==> config.mk <==
export PLATFORM = sky130hd
export DESIGN_NAME = trv_lsu_flat
export DESIGN_NICKNAME = d
export VERILOG_FILES = /design/src/rtl/trv_lsu_if.sv /design/src/rtl/trv_lsu.sv /design/src/flat_wrapper.sv
export SDC_FILE = /design/constraint.sdc
export NUM_CORES = 1
export LEC_CHECK = 0
export ABC_AREA = 1
export BUFFER_PORTS_ARGS = -buffer_cell sky130_fd_sc_hd__buf_2
export CAP_MARGIN = 20
export CELL_PAD_IN_SITES_DETAIL_PLACEMENT = 1
export CELL_PAD_IN_SITES_GLOBAL_PLACEMENT = 1
export CORE_ASPECT_RATIO = 1.1
export CORE_MARGIN = 3
export CORE_UTILIZATION = 29
export CTS_CLUSTER_DIAMETER = 40
export DETAILED_ROUTE_END_ITERATION = 8
export PLACE_DENSITY_LB_ADDON = 0.1
export SETUP_SLACK_MARGIN = 0.15
export SYNTH_ARGS = -nofsm -noshare
export SYNTH_HDL_FRONTEND = slang
export SYNTH_SLANG_ARGS = --single-unit
export TNS_END_PERCENT = 20
==> constraint.sdc <==
create_clock -name clk -period 1.4 [get_ports clk]
set_input_delay 0.28 -clock clk [delete_from_list [all_inputs] [get_ports clk]]
set_output_delay 0.28 -clock clk [all_outputs]
set_load 0.03 [all_outputs]
==> src/rtl/trv_lsu_if.sv <==
// Signal bundle between the LSU and its neighbours: upstream operation, memory port, writeback.
// The slave modport is the LSU's view; the master modport is the surrounding pipeline.
interface trv_lsu_if;
  logic        in_valid;
  logic        in_ready;
  logic        in_store;
  logic [2:0]  in_op;
  logic [31:0] in_addr;
  logic [31:0] in_wdata;
  logic [4:0]  in_rd_idx;

  logic        mem_req;
  logic        mem_we;
  logic [31:0] mem_addr;
  logic [31:0] mem_wdata;
  logic [3:0]  mem_be;
  logic        mem_ack;
  logic [31:0] mem_rdata;

  logic        out_valid;
  logic        out_ready;
  logic [31:0] out_data;
  logic [4:0]  out_rd_idx;
  logic        out_wen;
  logic        out_exc;

  modport master (
    output in_valid, in_store, in_op, in_addr, in_wdata, in_rd_idx,
    output mem_ack, mem_rdata, out_ready,
    input  in_ready, mem_req, mem_we, mem_addr, mem_wdata, mem_be,
    input  out_valid, out_data, out_rd_idx, out_wen, out_exc
  );

  modport slave (
    input  in_valid, in_store, in_op, in_addr, in_wdata, in_rd_idx,
    input  mem_ack, mem_rdata, out_ready,
    output in_ready, mem_req, mem_we, mem_addr, mem_wdata, mem_be,
    output out_valid, out_data, out_rd_idx, out_wen, out_exc
  );
endinterface

==> src/rtl/trv_lsu.sv <==
// Memory-stage load/store unit: one word-aligned req/ack access per operation, then load
// alignment and extension, with misaligned/illegal operations turned into an exception result.
module trv_lsu (
  input logic       clk,
  input logic       rst,
  trv_lsu_if.slave  bus
);

  localparam logic [1:0] StIdle = 2'd0;
  localparam logic [1:0] StReq  = 2'd1;
  localparam logic [1:0] StResp = 2'd2;

  logic [1:0]  state_q, state_d;
  logic        mem_req_q, mem_req_d;
  logic        mem_we_q, mem_we_d;
  logic [31:0] mem_addr_q, mem_addr_d;
  logic [31:0] mem_wdata_q, mem_wdata_d;
  logic [3:0]  mem_be_q, mem_be_d;
  logic [2:0]  op_q, op_d;
  logic [1:0]  off_q, off_d;
  logic        out_valid_q, out_valid_d;
  logic [31:0] out_data_q, out_data_d;
  logic [4:0]  out_rd_idx_q, out_rd_idx_d;
  logic        out_wen_q, out_wen_d;
  logic        out_exc_q, out_exc_d;

  logic [1:0]  off;
  logic        is_half, is_word, illegal, misalign, exc;
  logic [3:0]  fmt_be;
  logic [31:0] fmt_wdata;
  logic [31:0] shifted;
  logic [31:0] load_data;

  assign off = bus.in_addr[1:0];

  // Operation decode and store-lane formatting for the incoming request.
  always_comb begin
    is_half  = (bus.in_op[1:0] == 2'b01);
    is_word  = bus.in_op[1];
    illegal  = bus.in_store ? bus.in_op[2]
                            : ((bus.in_op == 3'b011) || (bus.in_op[2:1] == 2'b11));
    misalign = (is_half && off[0]) || (is_word && (off != 2'b00));
    exc      = illegal || misalign;
    case (bus.in_op[1:0])
      2'b00: begin
        fmt_be    = 4'b0001 << off;
        fmt_wdata = {4{bus.in_wdata[7:0]}};
      end
      2'b01: begin
        fmt_be    = 4'b0011 << off;
        fmt_wdata = {2{bus.in_wdata[15:0]}};
      end
      default: begin
        fmt_be    = 4'b1111;
        fmt_wdata = bus.in_wdata;
      end
    endcase
  end

  always_comb begin
    shifted = bus.mem_rdata >> {off_q, 3'b000};
    case (op_q)
      3'b000:  load_data = {{24{shifted[7]}}, shifted[7:0]};
      3'b001:  load_data = {{16{shifted[15]}}, shifted[15:0]};
      3'b010:  load_data = shifted;
      3'b100:  load_data = {24'd0, shifted[7:0]};
      3'b101:  load_data = {16'd0, shifted[15:0]};
      default: load_data = 32'd0;
    endcase
  end

  always_comb begin
    state_d      = state_q;
    mem_req_d    = mem_req_q;
    mem_we_d     = mem_we_q;
    mem_addr_d   = mem_addr_q;
    mem_wdata_d  = mem_wdata_q;
    mem_be_d     = mem_be_q;
    op_d         = op_q;
    off_d        = off_q;
    out_valid_d  = out_valid_q;
    out_data_d   = out_data_q;
    out_rd_idx_d = out_rd_idx_q;
    out_wen_d    = out_wen_q;
    out_exc_d    = out_exc_q;
    case (state_q)
      StIdle: begin
        if (bus.in_valid) begin
          mem_we_d     = bus.in_store;
          mem_addr_d   = {bus.in_addr[31:2], 2'b00};
          mem_wdata_d  = fmt_wdata;
          mem_be_d     = fmt_be;
          op_d         = bus.in_op;
          off_d        = off;
          out_rd_idx_d = bus.in_rd_idx;
          if (exc) begin
            // Faulting ops skip the memory port and report immediately.
            out_valid_d = 1'b1;
            out_exc_d   = 1'b1;
            out_wen_d   = 1'b0;
            out_data_d  = 32'd0;
            state_d     = StResp;
          end else begin
            mem_req_d = 1'b1;
            out_exc_d = 1'b0;
            state_d   = StReq;
          end
        end
      end
      StReq: begin
        if (bus.mem_ack) begin
          mem_req_d   = 1'b0;
          out_valid_d = 1'b1;
          out_wen_d   = ~mem_we_q;
          out_data_d  = mem_we_q ? 32'd0 : load_data;
          state_d     = StResp;
        end
      end
      StResp: begin
        if (bus.out_ready) begin
          out_valid_d = 1'b0;
          state_d     = StIdle;
        end
      end
      default: state_d = StIdle;
    endcase
  end

  always_ff @(posedge clk) begin
    if (rst) begin
      state_q      <= StIdle;
      mem_req_q    <= 1'b0;
      mem_we_q     <= 1'b0;
      mem_addr_q   <= 32'd0;
      mem_wdata_q  <= 32'd0;
      mem_be_q     <= 4'd0;
      op_q         <= 3'd0;
      off_q        <= 2'd0;
      out_valid_q  <= 1'b0;
      out_data_q   <= 32'd0;
      out_rd_idx_q <= 5'd0;
      out_wen_q    <= 1'b0;
      out_exc_q    <= 1'b0;
    end else begin
      state_q      <= state_d;
      mem_req_q    <= mem_req_d;
      mem_we_q     <= mem_we_d;
      mem_addr_q   <= mem_addr_d;
      mem_wdata_q  <= mem_wdata_d;
      mem_be_q     <= mem_be_d;
      op_q         <= op_d;
      off_q        <= off_d;
      out_valid_q  <= out_valid_d;
      out_data_q   <= out_data_d;
      out_rd_idx_q <= out_rd_idx_d;
      out_wen_q    <= out_wen_d;
      out_exc_q    <= out_exc_d;
    end
  end

  assign bus.in_ready   = (state_q == StIdle) && !rst;
  assign bus.mem_req    = mem_req_q;
  assign bus.mem_we     = mem_we_q;
  assign bus.mem_addr   = mem_addr_q;
  assign bus.mem_wdata  = mem_wdata_q;
  assign bus.mem_be     = mem_be_q;
  assign bus.out_valid  = out_valid_q;
  assign bus.out_data   = out_data_q;
  assign bus.out_rd_idx = out_rd_idx_q;
  assign bus.out_wen    = out_wen_q;
  assign bus.out_exc    = out_exc_q;

endmodule

==> src/flat_wrapper.sv <==
// flat-port wrapper written by rule: the top's interface ports become plain ports
module trv_lsu_flat 
  (clk, rst, bus_in_valid, bus_in_store, bus_in_op, bus_in_addr, bus_in_wdata, bus_in_rd_idx, bus_mem_ack, bus_mem_rdata, bus_out_ready, bus_in_ready, bus_mem_req, bus_mem_we, bus_mem_addr, bus_mem_wdata, bus_mem_be, bus_out_valid, bus_out_data, bus_out_rd_idx, bus_out_wen, bus_out_exc);
  trv_lsu_if bus_i ();
  input logic clk;
  input logic rst;
  input wire logic [$bits(bus_i.in_valid)-1:0] bus_in_valid;
  input wire logic [$bits(bus_i.in_store)-1:0] bus_in_store;
  input wire logic [$bits(bus_i.in_op)-1:0] bus_in_op;
  input wire logic [$bits(bus_i.in_addr)-1:0] bus_in_addr;
  input wire logic [$bits(bus_i.in_wdata)-1:0] bus_in_wdata;
  input wire logic [$bits(bus_i.in_rd_idx)-1:0] bus_in_rd_idx;
  input wire logic [$bits(bus_i.mem_ack)-1:0] bus_mem_ack;
  input wire logic [$bits(bus_i.mem_rdata)-1:0] bus_mem_rdata;
  input wire logic [$bits(bus_i.out_ready)-1:0] bus_out_ready;
  output wire logic [$bits(bus_i.in_ready)-1:0] bus_in_ready;
  output wire logic [$bits(bus_i.mem_req)-1:0] bus_mem_req;
  output wire logic [$bits(bus_i.mem_we)-1:0] bus_mem_we;
  output wire logic [$bits(bus_i.mem_addr)-1:0] bus_mem_addr;
  output wire logic [$bits(bus_i.mem_wdata)-1:0] bus_mem_wdata;
  output wire logic [$bits(bus_i.mem_be)-1:0] bus_mem_be;
  output wire logic [$bits(bus_i.out_valid)-1:0] bus_out_valid;
  output wire logic [$bits(bus_i.out_data)-1:0] bus_out_data;
  output wire logic [$bits(bus_i.out_rd_idx)-1:0] bus_out_rd_idx;
  output wire logic [$bits(bus_i.out_wen)-1:0] bus_out_wen;
  output wire logic [$bits(bus_i.out_exc)-1:0] bus_out_exc;
  assign bus_i.in_valid = bus_in_valid;
  assign bus_i.in_store = bus_in_store;
  assign bus_i.in_op = bus_in_op;
  assign bus_i.in_addr = bus_in_addr;
  assign bus_i.in_wdata = bus_in_wdata;
  assign bus_i.in_rd_idx = bus_in_rd_idx;
  assign bus_i.mem_ack = bus_mem_ack;
  assign bus_i.mem_rdata = bus_mem_rdata;
  assign bus_i.out_ready = bus_out_ready;
  assign bus_in_ready = bus_i.in_ready;
  assign bus_mem_req = bus_i.mem_req;
  assign bus_mem_we = bus_i.mem_we;
  assign bus_mem_addr = bus_i.mem_addr;
  assign bus_mem_wdata = bus_i.mem_wdata;
  assign bus_mem_be = bus_i.mem_be;
  assign bus_out_valid = bus_i.out_valid;
  assign bus_out_data = bus_i.out_data;
  assign bus_out_rd_idx = bus_i.out_rd_idx;
  assign bus_out_wen = bus_i.out_wen;
  assign bus_out_exc = bus_i.out_exc;
  trv_lsu u_core (.clk(clk), .rst(rst), .bus(bus_i));
endmodule
==> results of run 1 <==
-- worst max-delay path by stage --
stage                                                        to  cells past startpoint
final                                              bus_in_ready                      5
after global routing                               bus_in_ready                      5
after CTS                                          bus_in_ready                      5
after detailed placement    u_core.bus.out_data[4]$_SDFFE_PP0P_                      7
after global placement      u_core.bus.out_data[4]$_SDFFE_PP0P_                      7
after floorplan           u_core.bus.mem_wdata[17]$_SDFFE_PP0P_                      7
-- layout by cell type, fill, tap and decap left out, drive strengths merged --
cell / instances
a22oi: 2
dfxtp: 115
a211oi: 3
nor2: 117
inv: 37
a21oi: 70
diode: 1
nand3: 39
clkinvlp: 2
clkinv: 6
bufinv: 4
o211ai: 1
nand4: 2
conb: 2
o221a: 2
clkbuf: 33
a31oi: 11
o21ai: 79
nor3: 9
o22ai: 2
buf: 260
nand2: 199
-- kinds of logic after synthesis --
kind of cell | share of synthesized area [%]
AO/OA/AOI/OAI | 17.7
flip-flops | 45.5
buffers and inverters | 7.44
other | 0.0741
AND/OR/NAND/NOR | 29.3
-- stage by stage --
stage,utilization (%),setup WS [ns],power [mW]
final,47.6,-0.191,11.3
after global routing,47.5,-0.233,11.9
after CTS,44.5,-0.152,11.2
after detailed placement,38.9,-0.0679,6.25
after global placement,38.9,0.0148,6.18
after floorplan,-,0.118,5.30
-- report_power, final --
| part | switching (mW) | internal, mW |
|---|---|---|
| clock | 1.58 | 3.07 |
| sequential | 0.165 | 3.55 |
| combinational | 1.81 | 1.14 |
-- area by class of cell --
class	count	share of cell area (%)
clock inverter	12	2.22
tap	234	3.60
inverter	37	1.89
antenna	1	0.0308
sequential	115	28.5
multi-input combinational	538	32.9
timing repair buffer	273	25.3
clock buffer	20	5.62
-- per-layer routing --
layer / GRT usage (%) / vias up / wire (um)
li1: - / 2893 / -
met1: 21.7 / 2822 / 7860
met2: 37.0 / 145 / 10900
met3: 5.92 / 28 / 1110
met4: 7.90 / 2 / 398
met5: 0 / - / 13
-- state kept, by name, indices dropped and copies added, names as in the netlist --
signal	count
u_core.bus.mem_wdata	32
u_core.bus.out_data	32
u_core.bus.mem_addr	30
u_core.bus.out_rd_idx	5
u_core.bus.mem_be	4
u_core.op_q	3
u_core.off_q	2
u_core.state_q	2
u_core.bus.mem_req	1
u_core.bus.mem_we	1
u_core.bus.out_exc	1
u_core.bus.out_valid	1
u_core.bus.out_wen	1
-- worst register-to-register path: cells and delay by family (launching register included) --
kind,cells,cell delay [ns]
and+or+nand+nor,4,0.57
AOI/OAI and AO/OA,2,0.19
DFF,1,0.37
buffers and inverters,2,0.34
-- what timing repair did --
item,4_1_cts,5_1_grt
gates resized for setup,105,197
pin swaps,4,39
cloned,2,4
setup endpoints to repair,159,189
buffers inserted,1,4
hold endpoints to repair,0,0
==> impl_metrics.yaml, run 1 <==
worst_setup_path:
  rr_startpoint: "u_core.state_q[0]$_SDFFE_PP0P_"
  r2r_setup_slack_ns: -0.14
  worstPathCellList: "nor2_4, buf_6, inv_4, nor2_4, buf_6"
  crit_path_max_fanout: 3
  timing.critical_path.from_type: "register"
  r2r_cells: 8
  cpPeakStageDelay_ns: 0.35
  cp.required_ns: 1.12
  crit_family: "flip-flops"
  crit_slowest_cell: "dfxtp_4"
  worstPathArrival_ns: 1.31
  crit_path_end_kind: "output port"
  critPathKind: "register to output port"
  crit_buf_inv: 3
  r2r_end: "u_core.bus.out_data[2]$_SDFFE_PP0P_"
  startpoint: "u_core.state_q[1]$_SDFFE_PP0P_"
status:
  violations: "setup timing"
  outcome: "finished with violations"
clock_tree:
  root_buffer: "clkbuf_16"
  cts_tree: "yes"
  cts_num_sinks: 115
  clk_pin_slew_ns: 0.06
  clockBufferDepth: 2
  insertion_delay_ns: 0.42
  cts_inserted_buffers: 17
  cts.htree.levels: 4
  hold_buffers: 0
detailed_routing:
  drc: 0
  wl_per_cell_um: 16.5
  detail-route-antenna-nets: 0
  drt_pass1_iterations: 4
  wirelength_um: 20300
  via_count: 5890
  drt_iter0_drc: 159
  viasPerCell: 4.79
grt:
  grt_pass1_wl_um: 30500
  grt_pass1_vias: 5967
  grt_max_degree: 54
  grt_util_all_layers_pct: 20.0
  antenna_found_initial: 1
  grt_overflow: 0
yosys:
  ys_async_sr_fraction_pct: 0
  syn_inst: 739
  netlist_area_um2: 5060
  synthDistinctLibCells: 27
  synth_area_leaders: "dfxtp_1 45%, nand2_1 15%, nor2_1 8.2%, o21ai_0 7.7%, a21oi_1 6.9%"
  ys_seq_area_share_pct: 45.5
  ys_seq_elements: 115
  yosys.area.top_type_share_pct: 45.5
  synth_area_leader_cell: "dfxtp_1"
  ys.flop_type: "dfxtp_1"
  yosys_warnings: 0
  yosysMostFrequentCell: "nand2_1"
  netlist_top_cells_count: "196 x nand2_1, 115 x dfxtp_1, 111 x nor2_1"
  synth_edf_count: 0
  avgSynthCellArea_um2: 6.85
final_layout:
  nFillCells: 2184
  syn2layout_area_growth_pct: 60.4
  seq_area_um2: 2310
  nNetsFinal: 1092
  post-route-cell-area_um2: 8120
  fin_cells: 1230
  multi_input_area_um2: 2670
  drive_gt1_share_pct: 38.8
timing:
  tns_ns: -4.53
  rsz0062_at_grt: "true"
  holdWs_ns: 0.0953
  slew_viol_final: 0
  fin_crit_sh_pct: 114
  finalSetupViolCount: 75
  period_minus_slack_ns: 1.59
  finalClockSkew_ns: 0.00781
  fin_ws_ns: -0.191
  max_freq_mhz: 629
  finalHoldViolCount: 0
floorplanning:
  fp.dieW_um: 132
  io_pins: 221
  start_util_pct: 29.6
  die_area_um2: 19100
  core_area_um2: 17100
  die_h_um: 145
  rows: 50
placed_design:
  io_buffers: 218
  place_area_um2: 6640
  dp_hpwl_um: 14700
  gp_congestion: 0.826
  place_inst: 1186
worst_hold_path:
  whs_path_depth: 3
  hold_path.class: "input port to register"
  min-delay-start: "bus_in_addr[21]"
  hold_end: "u_core.bus.mem_addr[21]$_SDFFE_PP0P_"
power:
  ir_drop_mv: 0.875
  leakagePower_nw: 3.82
  power_density_nw_per_um2: 1390
job:
  maxCapViolCount: 0
Power figures use the tool's default switching activity.
==> inputs of run 2 (changes only) <==
ABC_AREA = unset   (was 1)
CORE_UTILIZATION = 30   (was 29)
RECOVER_POWER = 100   (was unset)
==> run 2 against run 1 <==
  * The run still ends with setup timing left
  * Non-clock buffer count grew 30
  * Critical path depth up 4
  * Routed wire length shrank 3.9%
  * Clock power up 2%
  * Die area is 1.9% lower
  * Clock skew up 0.0019 ns
==> impl_metrics.yaml, run 2 <==
status:
  outcome: "finished with violations"
  violations: "setup timing"
yosys:
  synth_area_leader_cell: "dfxtp_1"
  avgSynthCellArea_um2: 8.58
  synthDistinctLibCells: 42
  ys_seq_area_share_pct: 44.8
  synth_edf_count: 0
  yosys_warnings: 0
  ys.flop_type: "dfxtp_1"
  ys_seq_elements: 115
  netlist_area_um2: 5130
  netlist_top_cells_count: "139 x nand2_1, 115 x dfxtp_1, 69 x a21oi_1"
  ys_async_sr_fraction_pct: 0
  synth_area_leaders: "dfxtp_1 45%, nand2_1 10%, mux2i_1 6.8%, a21oi_1 6.7%, o2bb2ai_1 4.8%"
  syn_inst: 598
  yosysMostFrequentCell: "nand2_1"
  yosys.area.top_type_share_pct: 44.8
clock_tree:
  root_buffer: "clkbuf_16"
  cts.htree.levels: 4
  cts_inserted_buffers: 17
  cts_num_sinks: 115
  hold_buffers: 0
  cts_tree: "yes"
  clockBufferDepth: 2
  clk_pin_slew_ns: 0.06
  insertion_delay_ns: 0.42
job:
  maxCapViolCount: 0
worst_hold_path:
  hold_end: "u_core.bus.mem_addr[26]$_SDFFE_PP0P_"
  whs_path_depth: 3
  min-delay-start: "bus_in_addr[26]"
  hold_path.class: "input port to register"
detailed_routing:
  detail-route-antenna-nets: 0
  wl_per_cell_um: 18.0
  dr.max_layer_used: "met5"
  met1_length_um: 8490
  drc: 0
  wirelength_um: 19500
  via_count: 5369
  drt_pass1_iterations: 4
  viasPerCell: 4.95
  wl_met2_um: 9450
  wl_met3_um: 1260
  drt_iter0_drc: 182
timing:
  tns_ns: -4.54
  holdWs_ns: 0.0992
  slew_viol_final: 0
  fin_ws_ns: -0.110
  rsz0062_at_grt: "true"
  max_freq_mhz: 662
  finalSetupViolCount: 74
  finalHoldViolCount: 0
  period_minus_slack_ns: 1.51
  finalClockSkew_ns: 0.00970
  fin_crit_sh_pct: 108
final_layout:
  finish.utilization_pct: 52.6
  nFillCells: 1865
  antennaDiodeCount: 0
  mostFrequentLayoutCells: "123 x buf_2, 122 x nand2_1, 110 x dfxtp_1"
  nNetsFinal: 977
  syn2layout_area_growth_pct: 69.7
  final_common_cell: "buf_2"
  drive_gt1_share_pct: 50.5
worst_setup_path:
  cp.required_ns: 1.75
  crit_path_end_kind: "register"
  crit_path_max_fanout: 8
  r2r_cells: 9
  worstPathArrival_ns: 1.86
  rr_startpoint: "u_core.state_q[1]$_SDFFE_PP0P_"
  r2r_end: "u_core.bus.mem_wdata[6]$_SDFFE_PP0P_"
  r2r_setup_slack_ns: -0.11
  timing.critical_path.from_type: "register"
  critPathKind: "register to register"
power:
  p_seq_share_pct: 32.6
  power.switching_mw: 3.18
  sw_frac_of_total_pct: 28.7
  power_density_nw_per_um2: 1270
  clock_power_share_pct: 42.8
  leakagePower_nw: 3.72
  internal_power_mw: 7.88
  ir_drop_mv: 0.875
  combinationalPowerShare_pct: 24.6
floorplanning:
  die_h_um: 143
  die_area_um2: 18700
  core_area_um2: 16600
  start_util_pct: 31.0
  rows: 49
  fp.dieW_um: 131
  io_pins: 221
placed_design:
  dp_hpwl_um: 13400
  io_buffers: 218
  gp_congestion: 0.814
grt:
  antenna_found_initial: 1
  grt_max_degree: 74
  grt_overflow: 0
  grt_pass1_vias: 5400
  grt_util_all_layers_pct: 19.6
  grt_pass1_wl_um: 28800
run 2: changes by cell type in the layout (fill, tap and decap cells not counted), sizes merged, moves of 9 or more:
| cell | previous run | this run |
|---|---|---|
| nor3 | 9 | 18 |
| o2bb2ai | 0 | 38 |
| mux2i | 0 | 35 |
| nand3 | 39 | 1 |
| a31oi | 11 | 0 |
| inv | 37 | 4 |
| nand2 | 199 | 139 |
| nor2 | 117 | 33 |
| o21ai | 79 | 28 |
| a211oi | 3 | 18 |
| buf | 260 | 288 |
run 2: power groups by stage:
stage | registers [mW] | clock network, mW | logic (mW)
after CTS | 3.60 | 4.84 | 2.35
after detailed placement | 3.66 | 0 | 2.12
after global routing | 3.64 | 4.99 | 2.91
after floorplan | 4.01 | 0 | 0.942
final | 3.61 | 4.73 | 2.72
after global placement | 3.65 | 0 | 2.08
run 2: worst max path at each step:
stage,from,end,slack (ns),cells past startpoint
final,u_core.state_q[1]$_SDFFE_PP0P_,u_core.bus.mem_wdata[6]$_SDFFE_PP0P_,-0.11,9
after global routing,u_core.state_q[1]$_SDFFE_PP0P_,u_core.bus.mem_wdata[8]$_SDFFE_PP0P_,-0.24,8
after CTS,u_core.state_q[0]$_SDFFE_PP0P_,bus_in_ready,-0.11,3
after detailed placement,u_core.off_q[0]$_SDFFE_PP0P_,u_core.bus.out_data[6]$_SDFFE_PP0P_,-0.23,5
after global placement,u_core.off_q[0]$_SDFFE_PP0P_,u_core.bus.out_data[6]$_SDFFE_PP0P_,-0.20,5
after floorplan,u_core.op_q[0]$_SDFFE_PP0P_,u_core.bus.out_data[24]$_SDFFE_PP0P_,-0.13,6
run 2: metrics by stage:
step	cells	total power, mW	setup WS, ns	cell area [um^2]
detailed placement	1028	5.78	-0.226	6890
finish	1084	11.1	-0.110	8710
global route	1084	11.5	-0.242	8710
floorplan	599	4.95	-0.133	5260
CTS	1067	10.8	-0.111	7980
global placement	1028	5.73	-0.199	6890
run 2: kinds of logic after synthesis:
family,share of synthesized area (%)
muxes,8.80
DFF,44.8
AOI/OAI and AO/OA,23.8
and+or+nand+nor,17.0
other,0.0730
buffers and inverters,5.48
run 2: what timing repair did:
| action | CTS | global route |
|---|---|---|
| setup endpoints to repair | 172 | 186 |
| pin swaps | 21 | 37 |
| gates cloned | 3 | 6 |
| resized for setup | 113 | 169 |
| setup buffers | 4 | 11 |
run 2: final cells by class:
| class | instances | area, um^2 | share of cell area (%) |
|---|---|---|---|
| Sequential cell | 115 | 2320 | 26.6 |
| Inverter | 4 | 15.0 | 0.172 |
| Tap cell | 204 | 255 | 2.93 |
| Multi-Input combinational cell | 426 | 3030 | 34.8 |
| Clock buffer | 22 | 454 | 5.21 |
| Clock inverter | 10 | 180 | 2.07 |
| Timing Repair Buffer | 303 | 2460 | 28.2 |
run 2: routing by layer:
metal	track usage, %	vias up
li1	-	2642
met1	24.0	2554
met2	32.7	149
met3	6.55	22
met4	5.90	2
met5	0	-
run 2: worst max-delay path, cell delays in order (launching register included):
cell     delay [ns]
dfxtp_4        0.34
buf_6          0.13
buf_6          0.12
nor2_4         0.16
buf_12         0.15
buf_8          0.11
buf_16         0.12
buf_12         0.13
nand2_1        0.06
a21oi_1        0.12
